### src/rtl/dsi_tb_pkg.sv
// Shared constants and state type for the DSI HS lane bench-side receivers.
package dsi_tb_pkg;

  localparam int unsigned BYTE_W      = 8;
  localparam int unsigned BIT_CNT_W   = 3;
  localparam logic [BYTE_W-1:0] HS_SYNC_BYTE = 8'hB8;

  typedef enum logic {
    HUNT   = 1'b0,
    LOCKED = 1'b1
  } hs_state_e;

endpackage

### src/rtl/hs_sync_aligner.sv
// HS lane byte aligner: hunts for the sync byte in an LSB-first bit stream,
// then packs bits into bytes, flagging start-of-transmission and partial bursts.
module hs_sync_aligner
  import dsi_tb_pkg::*;
#(
  parameter logic [BYTE_W-1:0] SYNC_BYTE = HS_SYNC_BYTE,
  parameter int unsigned       ERR_W     = 8,
  parameter                    DBG_STR   = "hs_sync_aligner"
) (
  input  logic              i_clk,
  input  logic              i_arst,
  input  logic              i_en,
  input  logic              i_d,
  input  logic              i_hs_end,
  output logic              o_locked,
  output logic [BYTE_W-1:0] o_byte,
  output logic              o_byte_vld,
  output logic              o_sot,
  output logic              o_err,
  output logic [ERR_W-1:0]  o_err_cnt
);

  hs_state_e            r_state;
  logic [BYTE_W-1:0]    r_win;
  logic [BIT_CNT_W-1:0] r_bit_cnt;
  logic                 r_first_pend;
  logic [BYTE_W-1:0]    w_nxt_win;

  // Instance tag only; it shapes no hardware.
  if ($bits(DBG_STR) == 0) begin : g_untagged
  end

  assign w_nxt_win = {i_d, r_win[BYTE_W-1:1]};

  always_ff @(posedge i_clk or posedge i_arst) begin
    if (i_arst) begin
      r_state      <= HUNT;
      r_win        <= '0;
      r_bit_cnt    <= '0;
      r_first_pend <= 1'b0;
      o_locked     <= 1'b0;
      o_byte       <= '0;
      o_byte_vld   <= 1'b0;
      o_sot        <= 1'b0;
      o_err        <= 1'b0;
      o_err_cnt    <= '0;
    end else begin
      o_byte_vld <= 1'b0;
      o_sot      <= 1'b0;
      o_err      <= 1'b0;
      // Burst end beats a simultaneous bit; a byte cut short counts as partial.
      if (i_hs_end) begin
        if (r_state == LOCKED && r_bit_cnt != '0) begin
          o_err <= 1'b1;
          if (o_err_cnt != '1) begin
            o_err_cnt <= o_err_cnt + ERR_W'(1);
          end
        end
        r_state      <= HUNT;
        r_win        <= '0;
        r_bit_cnt    <= '0;
        r_first_pend <= 1'b0;
        o_locked     <= 1'b0;
      end else if (i_en) begin
        r_win <= w_nxt_win;
        case (r_state)
          HUNT: begin
            if (w_nxt_win == SYNC_BYTE) begin
              r_state      <= LOCKED;
              r_bit_cnt    <= '0;
              r_first_pend <= 1'b1;
              o_locked     <= 1'b1;
            end
          end
          LOCKED: begin
            r_bit_cnt <= r_bit_cnt + BIT_CNT_W'(1);
            if (r_bit_cnt == BIT_CNT_W'(BYTE_W - 1)) begin
              o_byte       <= w_nxt_win;
              o_byte_vld   <= 1'b1;
              o_sot        <= r_first_pend;
              r_first_pend <= 1'b0;
            end
          end
          default: r_state <= HUNT;
        endcase
      end
    end
  end

endmodule

### config.mk
export PLATFORM = sky130hd
export DESIGN_NAME = hs_sync_aligner
export DESIGN_NICKNAME = d
export VERILOG_FILES = /design/src/rtl/dsi_tb_pkg.sv /design/src/rtl/hs_sync_aligner.sv
export SDC_FILE = /design/constraint.sdc
export NUM_CORES = 1
export LEC_CHECK = 0
export CAP_MARGIN = 20
export CORE_MARGIN = 8
export CORE_UTILIZATION = 46
export CTS_CLUSTER_DIAMETER = 100
export CTS_CLUSTER_SIZE = 24
export DETAILED_ROUTE_END_ITERATION = 8
export PLACE_DENSITY_LB_ADDON = 0.25
export SLEW_MARGIN = 25
export SYNTH_ARGS = -nofsm -noshare
export SYNTH_HDL_FRONTEND = slang
export SYNTH_SLANG_ARGS = --single-unit
### constraint.sdc
create_clock -name i_clk -period 1.7 [get_ports i_clk]
set_clock_uncertainty 0.15 [all_clocks]
set_input_delay 0.255 -clock i_clk [delete_from_list [all_inputs] [get_ports i_clk]]
set_output_delay 0.255 -clock i_clk [all_outputs]
set_load 0.03 [all_outputs]
# After elaboration in Yosys (flattened, before gate mapping)

Cells that the tools add are included.

Bits in writable memories: 0
Flip-flop bits (word level): 33
Output and inout bits: 20
Bits of input ports: 5
Bits in latches: 0
Bits in read-only memories: 0
Memories: 0
Logic and storage cells: 57

Multipliers: 0
Multiplexer cells: 28
Shifts and indexed selects: 0
Reductions and logical operators: 9
Equal/unequal tests: 6
Bitwise logic cells: 2
Add/sub/neg operators: 2
Divide/modulo/power cells: 0
Order comparisons: 0

Operators with widths:

| kind                | count |
|---|---|
| $mux 1              | 21 |
| $mux 8              | 2 |
| $mux 3              | 3 |
| $reduce_and 3->1    | 3 |
| $add 8x1->8 const B | 1 |
| $eq 8x8->1 const B  | 1 |
| $ne 8x8->1 const B  | 1 |
| $pmux 3 s2          | 1 |
| $reduce_and 4->1    | 1 |
| $reduce_bool 2->1   | 2 |
| $add 3x1->3 const B | 1 |
| $eq 3x3->1 const B  | 1 |
| $ne 3x2->1 const B  | 1 |
| $ne 3x3->1 const B  | 1 |
| $reduce_bool 3->1   | 1 |
| $ne 2x2->1 const B  | 1 |
| $not 1->1           | 2 |
| $pmux 1 s2          | 1 |
| $reduce_and 2->1    | 1 |
| $logic_and 1x1->1   | 1 |

# Depth between registers and ports, before layout

Gate-level depths: netlist of run 1.

Depth after elaboration: 5
Depth in mapped cells: 8
Gate-level depth less buffers: 7

# Worst setup path before layout of run 1

OpenSTA, ideal clock, no wires.

Kind: reg-to-reg
Start: reg o_err_cnt[3]
End: reg o_err_cnt[1]
Path buffers: 0
Arrival time: 1409 ps
Stages on the path, launching flop included: 5
Library setup time: 125 ps
Setup slack: 15 ps
Cells stage by stage: dfrtp_1 > and4_1 > nand4_1 > and2_4 > mux2_4

Longest elaborated chain between the ends: 2

Ends and longest elaborated chain:

| item                       | RTL line              | text |
|---|---|---|
| from (decl)                | hs_sync_aligner.sv:20 | `output logic [ERR_W-1:0] o_err_cnt` |
| from (signal assigned)     | hs_sync_aligner.sv:56 | `o_err_cnt <= o_err_cnt + ERR_W'(1);` |
| $ne 8x8->1                 | hs_sync_aligner.sv:55 | `if (o_err_cnt != '1) begin` |
| $reduce_and 3->1 (no line) | -                     |  |

No other way between the ends.
A chain may end at the register's enable or synchronous reset.

# Worst setup path after layout of run 1

Start: reg r_bit_cnt[0]
End: reg o_err_cnt[2]

Longest elaborated chain between the ends: 3

Ends and longest elaborated chain:

| item                       | RTL line              | text |
|---|---|---|
| from (decl)                | hs_sync_aligner.sv:25 | `logic [BIT_CNT_W-1:0] r_bit_cnt;` |
| from (signal assigned)     | hs_sync_aligner.sv:76 | `r_bit_cnt <= r_bit_cnt + BIT_CNT_W'(1);` |
| $reduce_bool 3->1          | hs_sync_aligner.sv:53 | `if (r_state == LOCKED && r_bit_cnt != '0) begin` |
| $logic_and 1x1->1          | hs_sync_aligner.sv:53 |  |
| $reduce_and 3->1 (no line) | -                     |  |

No other way between the ends.

==> results of run 1 <==
## final cells by class
class / instances / area, um^2 / area share
timing repair buffer: 38 / 317 / 0.171
clock buffer: 6 / 41.3 / 0.0223
tap: 33 / 41.3 / 0.0223
multi-input combinational: 92 / 589 / 0.319
inverter: 6 / 22.5 / 0.0122
clock inverter: 2 / 35.0 / 0.0190
sequential: 32 / 802 / 0.434
## synth_stat cells, types with 2 or more instances
library cell	n	share of area
nand4_1	2	0.0088
xor2_1	2	0.012
a311oi_1	3	0.018
xnor2_1	2	0.012
nand3_1	7	0.025
nand2_1	30	0.079
and3_2	2	0.011
mux2_2	2	0.016
a31oi_1	2	0.0088
ha_1	4	0.035
buf_2	2	0.0070
inv_1	5	0.013
nand2b_1	2	0.0088
buf_4	2	0.011
nor2_1	10	0.026
dfrtp_1	32	0.56
a21oi_1	2	0.0070
mux2i_1	8	0.056
## cell usage in the layout, fill, tap and decap left out, drive strengths merged, types with 2 or more instances in the layout
master          n
nor2           10
mux2            3
a311oi          3
dlygate4sd2    19
nand2          30
xor2            2
a31oi           2
clkbuf          7
ha              4
clkdlybuf4s50   4
and2            2
nand2b          2
and3            3
nand3           7
mux2i           8
inv             6
nand4           2
a21oi           2
dfrtp          32
buf            14
or2             2
xnor2           2
## logic make-up after synthesis
| group | Yosys count | synth area share |
|---|---|---|
| buf+inv | 11 | 0.0360 |
| xor+xnor | 4 | 0.0246 |
| simple gates | 63 | 0.210 |
| flops | 32 | 0.562 |
| mux | 11 | 0.0826 |
| fa+ha+maj | 4 | 0.0352 |
| compound gates | 10 | 0.0492 |
## final timing paths
| kind | startpoint | end | slack [ns] |
|---|---|---|---|
| setup / recovery | r_bit_cnt[0] | o_err_cnt[2] | 0.09 |
| hold / removal | i_arst | o_byte[1] | 0.15 |
| setup reg to reg | r_bit_cnt[0] | o_err_cnt[2] | 0.09 |
| hold reg to reg | o_byte[2] | o_byte[2] | 0.33 |
| max in group asynchronous | i_arst | r_bit_cnt[0] | 0.92 |
| min in group i_clk | o_byte[2] | o_byte[2] | 0.33 |
## metrics by stage
step           total power, uW  setup WS (ns)
6_report                  1380         0.0863
5_1_grt                   1450        0.00184
4_1_cts                   1410        0.00240
3_5_place_dp               839         -0.136
3_3_place_gp               838        -0.0481
2_1_floorplan              813         0.0155
## state kept, by name, indices dropped and copies added (netlist names)
register,count
o_sot,1
r_bit_cnt,3
o_byte_vld,1
r_state,1
o_byte,8
r_first_pend,1
o_err_cnt,8
o_err,1
o_locked,1
r_win,7
## power breakdown
group	switching, uW	internal (uW)
Combinational	33.0	22.7
Clock	253	308
Sequential	3.54	764
Total	290	1090
## worst max-delay path: cells and delay by family (launching register included)
kind | cells | cell delay [ns]
fa+ha+maj | 1 | 0.14
buf+inv | 2 | 0.20
flops | 1 | 0.43
mux | 1 | 0.33
simple gates | 3 | 0.26
## layer usage
layer | GRT usage | wire, um | vias up
met5 | 0 | 0 | -
met2 | 0.207 | 1430 | 27
met3 | 0.0572 | 199 | 9
li1 | - | - | 538
met4 | 0.0612 | 72 | 0
met1 | 0.151 | 1260 | 533
## what timing repair did
action / 4_1_cts / 5_1_grt
setup endpoints to repair: 21 / 18
resized for setup: 21 / 7
hold buffers: 0 / 0
hold endpoints to repair: 0 / 0
buffers inserted: 0 / 2
==> impl_metrics.ini, run 1 <==
[global_routing]
track_usage = 0.132
antenna_found_initial = 0
grt_pass1_vias = 1115
grt_pass1_wl_mm = 5.28
grt.overflow.total = 0
grt_max_degree = 33

[final_layout]
final_cells = 209
post-route-cell-area_um2 = 1850
final_nets = 184
diodes = 0
fillers = 265
finish.utilization = 0.615
layout-drive-gt1-share = 0.205
area_delta_synth_final_pct = 29.8

[power]
power.density_nw_per_um2 = 749
vdd_drop_max_v = 0.000480
leakagePower_uw = 0.00102

[logic_synthesis]
synth_edf_count = 0
synthArstFlopShare = 1.00
avgSynthCellArea_um2 = 10.5
ys_seq_area_frac = 0.562
syn_area_um2 = 1420
synth_nets = 144
synthCells = 135
synthFlopType = dfrtp_1
ys_warn_count = 0
synth-seq-cells = 32
ys_types = 34

[critical_path]
crit_type = reg2reg
worstPathRequired_ns = 1.78
worstPathCellList = inv_1 -> ha_1 -> nor2b_4 -> nor2_2 -> buf_4 -> nand2_1 -> mux2_2
cp_slowest_stage_delay_ns = 0.43
cp_max_fo = 4
cp-start-kind = register
ff2ff_path_depth = 7
worstPathArrival_ns = 1.70
crit_path_end_kind = register
cpMaxStageDelayCell = dfrtp_2

[routing]
drt-total-wl_mm = 2.97
ant_nets = 0
drc = 0
drtIter0Drc = 46
vias = 1107
wl_per_cell_um = 14.2
drtPass1Iterations = 4
via_per_inst = 5.30

[clock_tree]
cts_tree = yes
clock_latency_ns = 0.34
cts_num_sinks = 32
cts-buffers-inserted = 5
path_clk_slew_ns = 0.10
clockRootBuffer = clkbuf_4
htreeDepth = 2
clockBufferDepth = 2

[min_path]
hp-class = in2async

[floorplan]
die-width_um = 71.6
initial_core_util = 0.474
std_cell_rows = 20
num_io_pins = 25
dieArea_um2 = 5130
core_area_um2 = 3000
die_h_um = 71.6

[outcome]
status = finished, final reports clean

[sta]
fin_crit_sh = 0.949
slew_viol_final = 0
setup-tns-final_ns = 0
whs_ns = 0.152
worstMarginPinSlew_ns = 0.407
setup_viol = 0
hold_viol = 0
min_period_ns = 1.61
timing.fmax_mhz = 620
rsz0062_at_grt = false
slew_headroom = 0.728

[placement]
dp_cells = 199
dp_hpwl_mm = 2.16
placed_cell_area_um2 = 1770
place.gp.congestion = 0.821
io_buffers = 24

[run]
cap_viol_max_count = 0
Note: power is estimated with default switching activity, not from simulation.
==> run 2, diff against run 1 <==
--- a/config.mk
+++ b/config.mk
@@ -8,6 +8,7 @@
 export CAP_MARGIN = 20
 export CORE_MARGIN = 8
 export CORE_UTILIZATION = 46
+export CTS_BUF_LIST = sky130_fd_sc_hd__clkbuf_2
 export CTS_CLUSTER_DIAMETER = 100
 export CTS_CLUSTER_SIZE = 24
 export DETAILED_ROUTE_END_ITERATION = 8
==> run 2 against run 1 <==
  * Combinational power about the same
  * Worst setup slack got worse by 0.027 ns
  * Global-route usage decreased by 0.41 points
  * Power decreased by 4.4%
  * Final area decreased by 0.74%
  * Hold slack got worse by 0.038 ns
  * Cell count unchanged
  * Register-to-register slack got worse by 0.03 ns
  * Clock power decreased by 11%
  * Core utilization decreased by 0.46 points
  * Fmax decreased by 1.6%
==> impl_metrics.ini, run 2 (synthesis gave the netlist of run 1 again) <==
[clock_tree]
clock_latency_ns = 0.35
cts_num_sinks = 32
htreeDepth = 2
cts_tree = yes
cts-buffers-inserted = 5
clockBufferDepth = 2
path_clk_slew_ns = 0.17
cts_hold_buffers = 0
clockRootBuffer = clkbuf_2

[placement]
io_buffers = 24
dp_hpwl_mm = 2.16
place.gp.congestion = 0.821
placed_cell_area_um2 = 1770

[power]
power.density_nw_per_um2 = 722
seq_power_share = 0.581
leakagePower_uw = 0.00100
vdd_drop_max_v = 0.000643
switching_share = 0.213
internal_power_uw = 1040
combPwrFrac = 0.042
power.net_switching_uw = 282
p_clk_frac = 0.377

[sta]
slew_headroom = 0.732
slew_viol_final = 0
setup_viol = 0
worstMarginPinSlew_ns = 0.402
timing.fmax_mhz = 610
fin_crit_sh = 0.965
hold_viol = 0
rsz0062_at_grt = true
min_period_ns = 1.64
setup-tns-final_ns = 0

[floorplan]
die-width_um = 71.6
num_io_pins = 25
dieArea_um2 = 5130
die_h_um = 71.6
core_area_um2 = 3000
initial_core_util = 0.474
std_cell_rows = 20

[final_layout]
top_regs = o_byte x8, o_err_cnt x8, r_win x7
final_cell_mix = 31 x dfrtp_1, 30 x nand2_1, 16 x dlygate4sd2_1, 14 x buf_4, 10 x nor2_1
final_nets = 184
post-route-cell-area_um2 = 1830
fillers = 265
layout_commonest_cell = dfrtp_1
layout-drive-gt1-share = 0.210
diodes = 0
finish.utilization = 0.611
area_delta_synth_final_pct = 28.8

[routing]
vias = 1108
drc = 0
via_per_inst = 5.30
ant_nets = 0
wl_per_cell_um = 14.0
drtPass1Iterations = 4
drtIter0Drc = 46
drt-total-wl_mm = 2.92

[critical_path]
cp-start-kind = register
timing.rr.start = r_bit_cnt[0]
rrSetupSlack_ns = 0.06
cpMaxStageDelayCell = dfrtp_2
timing.rr.end = o_err_cnt[2]
cp_slowest_stage_delay_ns = 0.45
worstPathRequired_ns = 1.81
crit_buf_inv = 2
crit_path_end_kind = register
crit_type = reg2reg
cp_max_fo = 4
worstPathCellList = inv_1 -> ha_1 -> nor2b_2 -> nor2_1 -> buf_4 -> nand2_1 -> mux2_2
ff2ff_path_depth = 7
worst_path_dominant_cell_family = flip-flops
worstPathArrival_ns = 1.75

[global_routing]
track_usage = 0.128
grt_max_degree = 33
grt_pass1_wl_mm = 5.18
grt.overflow.total = 0
antenna_found_initial = 0
grt_pass1_vias = 1112

[outcome]
status = finished, final reports clean

[run]
cap_viol_max_count = 0

[min_path]
hp-class = in2async
==> run 2: final cells by class <==
class / count / area [um^2] / share of cell area
clock buffers: 6 / 30.0 / 0.0164
repair buffers: 38 / 322 / 0.175
flip-flops and latches: 32 / 802 / 0.437
multi-input cells: 92 / 582 / 0.317
well taps: 33 / 41.3 / 0.0225
inverters: 6 / 22.5 / 0.0123
clock inverters: 2 / 35.0 / 0.0191
==> run 2: tightest hold or removal path, stage by stage <==
cell and delay [ns]:
clkdlybuf4s50_1 0.40, inv_1 0.05, buf_4 0.36
==> run 2: how the worst max path moves through the flow <==
stage               slack [ns]  depth (start not counted)    startpoint           end
floorplan                 0.02                          4  o_err_cnt[3]  o_err_cnt[1]
global placement         -0.05                          6           i_d  r_bit_cnt[0]
detailed placement       -0.14                          6           i_d  r_bit_cnt[1]
CTS                      0.005                          7  r_bit_cnt[0]  o_err_cnt[2]
global route             -0.02                          7  r_bit_cnt[0]  o_err_cnt[2]
finish                    0.06                          7  r_bit_cnt[0]  o_err_cnt[2]
==> run 2: per-layer routing <==
| layer | global-route usage | routed length [um] | vias to the layer above |
|---|---|---|---|
| met5 | 0 | 0 | - |
| met4 | 0.0476 | 57 | 0 |
| li1 | - | - | 539 |
| met3 | 0.0572 | 191 | 8 |
| met1 | 0.147 | 1300 | 534 |
| met2 | 0.204 | 1370 | 27 |
==> run 2: metrics by stage <==
| step | power (uW) | setup slack, ns | hold slack [ns] | std cells |
|---|---|---|---|---|
| 3_3_place_gp | 838 | -0.0481 | 0.309 | 199 |
| 6_report | 1320 | 0.0596 | 0.113 | 209 |
| 3_5_place_dp | 839 | -0.136 | 0.317 | 199 |
| 5_1_grt | 1390 | -0.0188 | 0.140 | 209 |
| 4_1_cts | 1350 | 0.00533 | 0.0947 | 207 |
| 2_1_floorplan | 813 | 0.0155 | 0.171 | 135 |
==> run 2: power by group through the flow <==
stage | combinational, uW | sequential [uW] | clock (uW)
after floorplan | 30.5 | 782 | 0
after global placement | 55.8 | 782 | 0
after detailed placement | 57.0 | 782 | 0
after CTS | 56.9 | 769 | 522
after global routing | 63.3 | 769 | 558
final | 55.7 | 768 | 500
==> run 2: timing repair <==
item	CTS	global route
buffers inserted	0	2
resized for setup	22	8
setup endpoints to repair	20	20
pin swaps	0	1
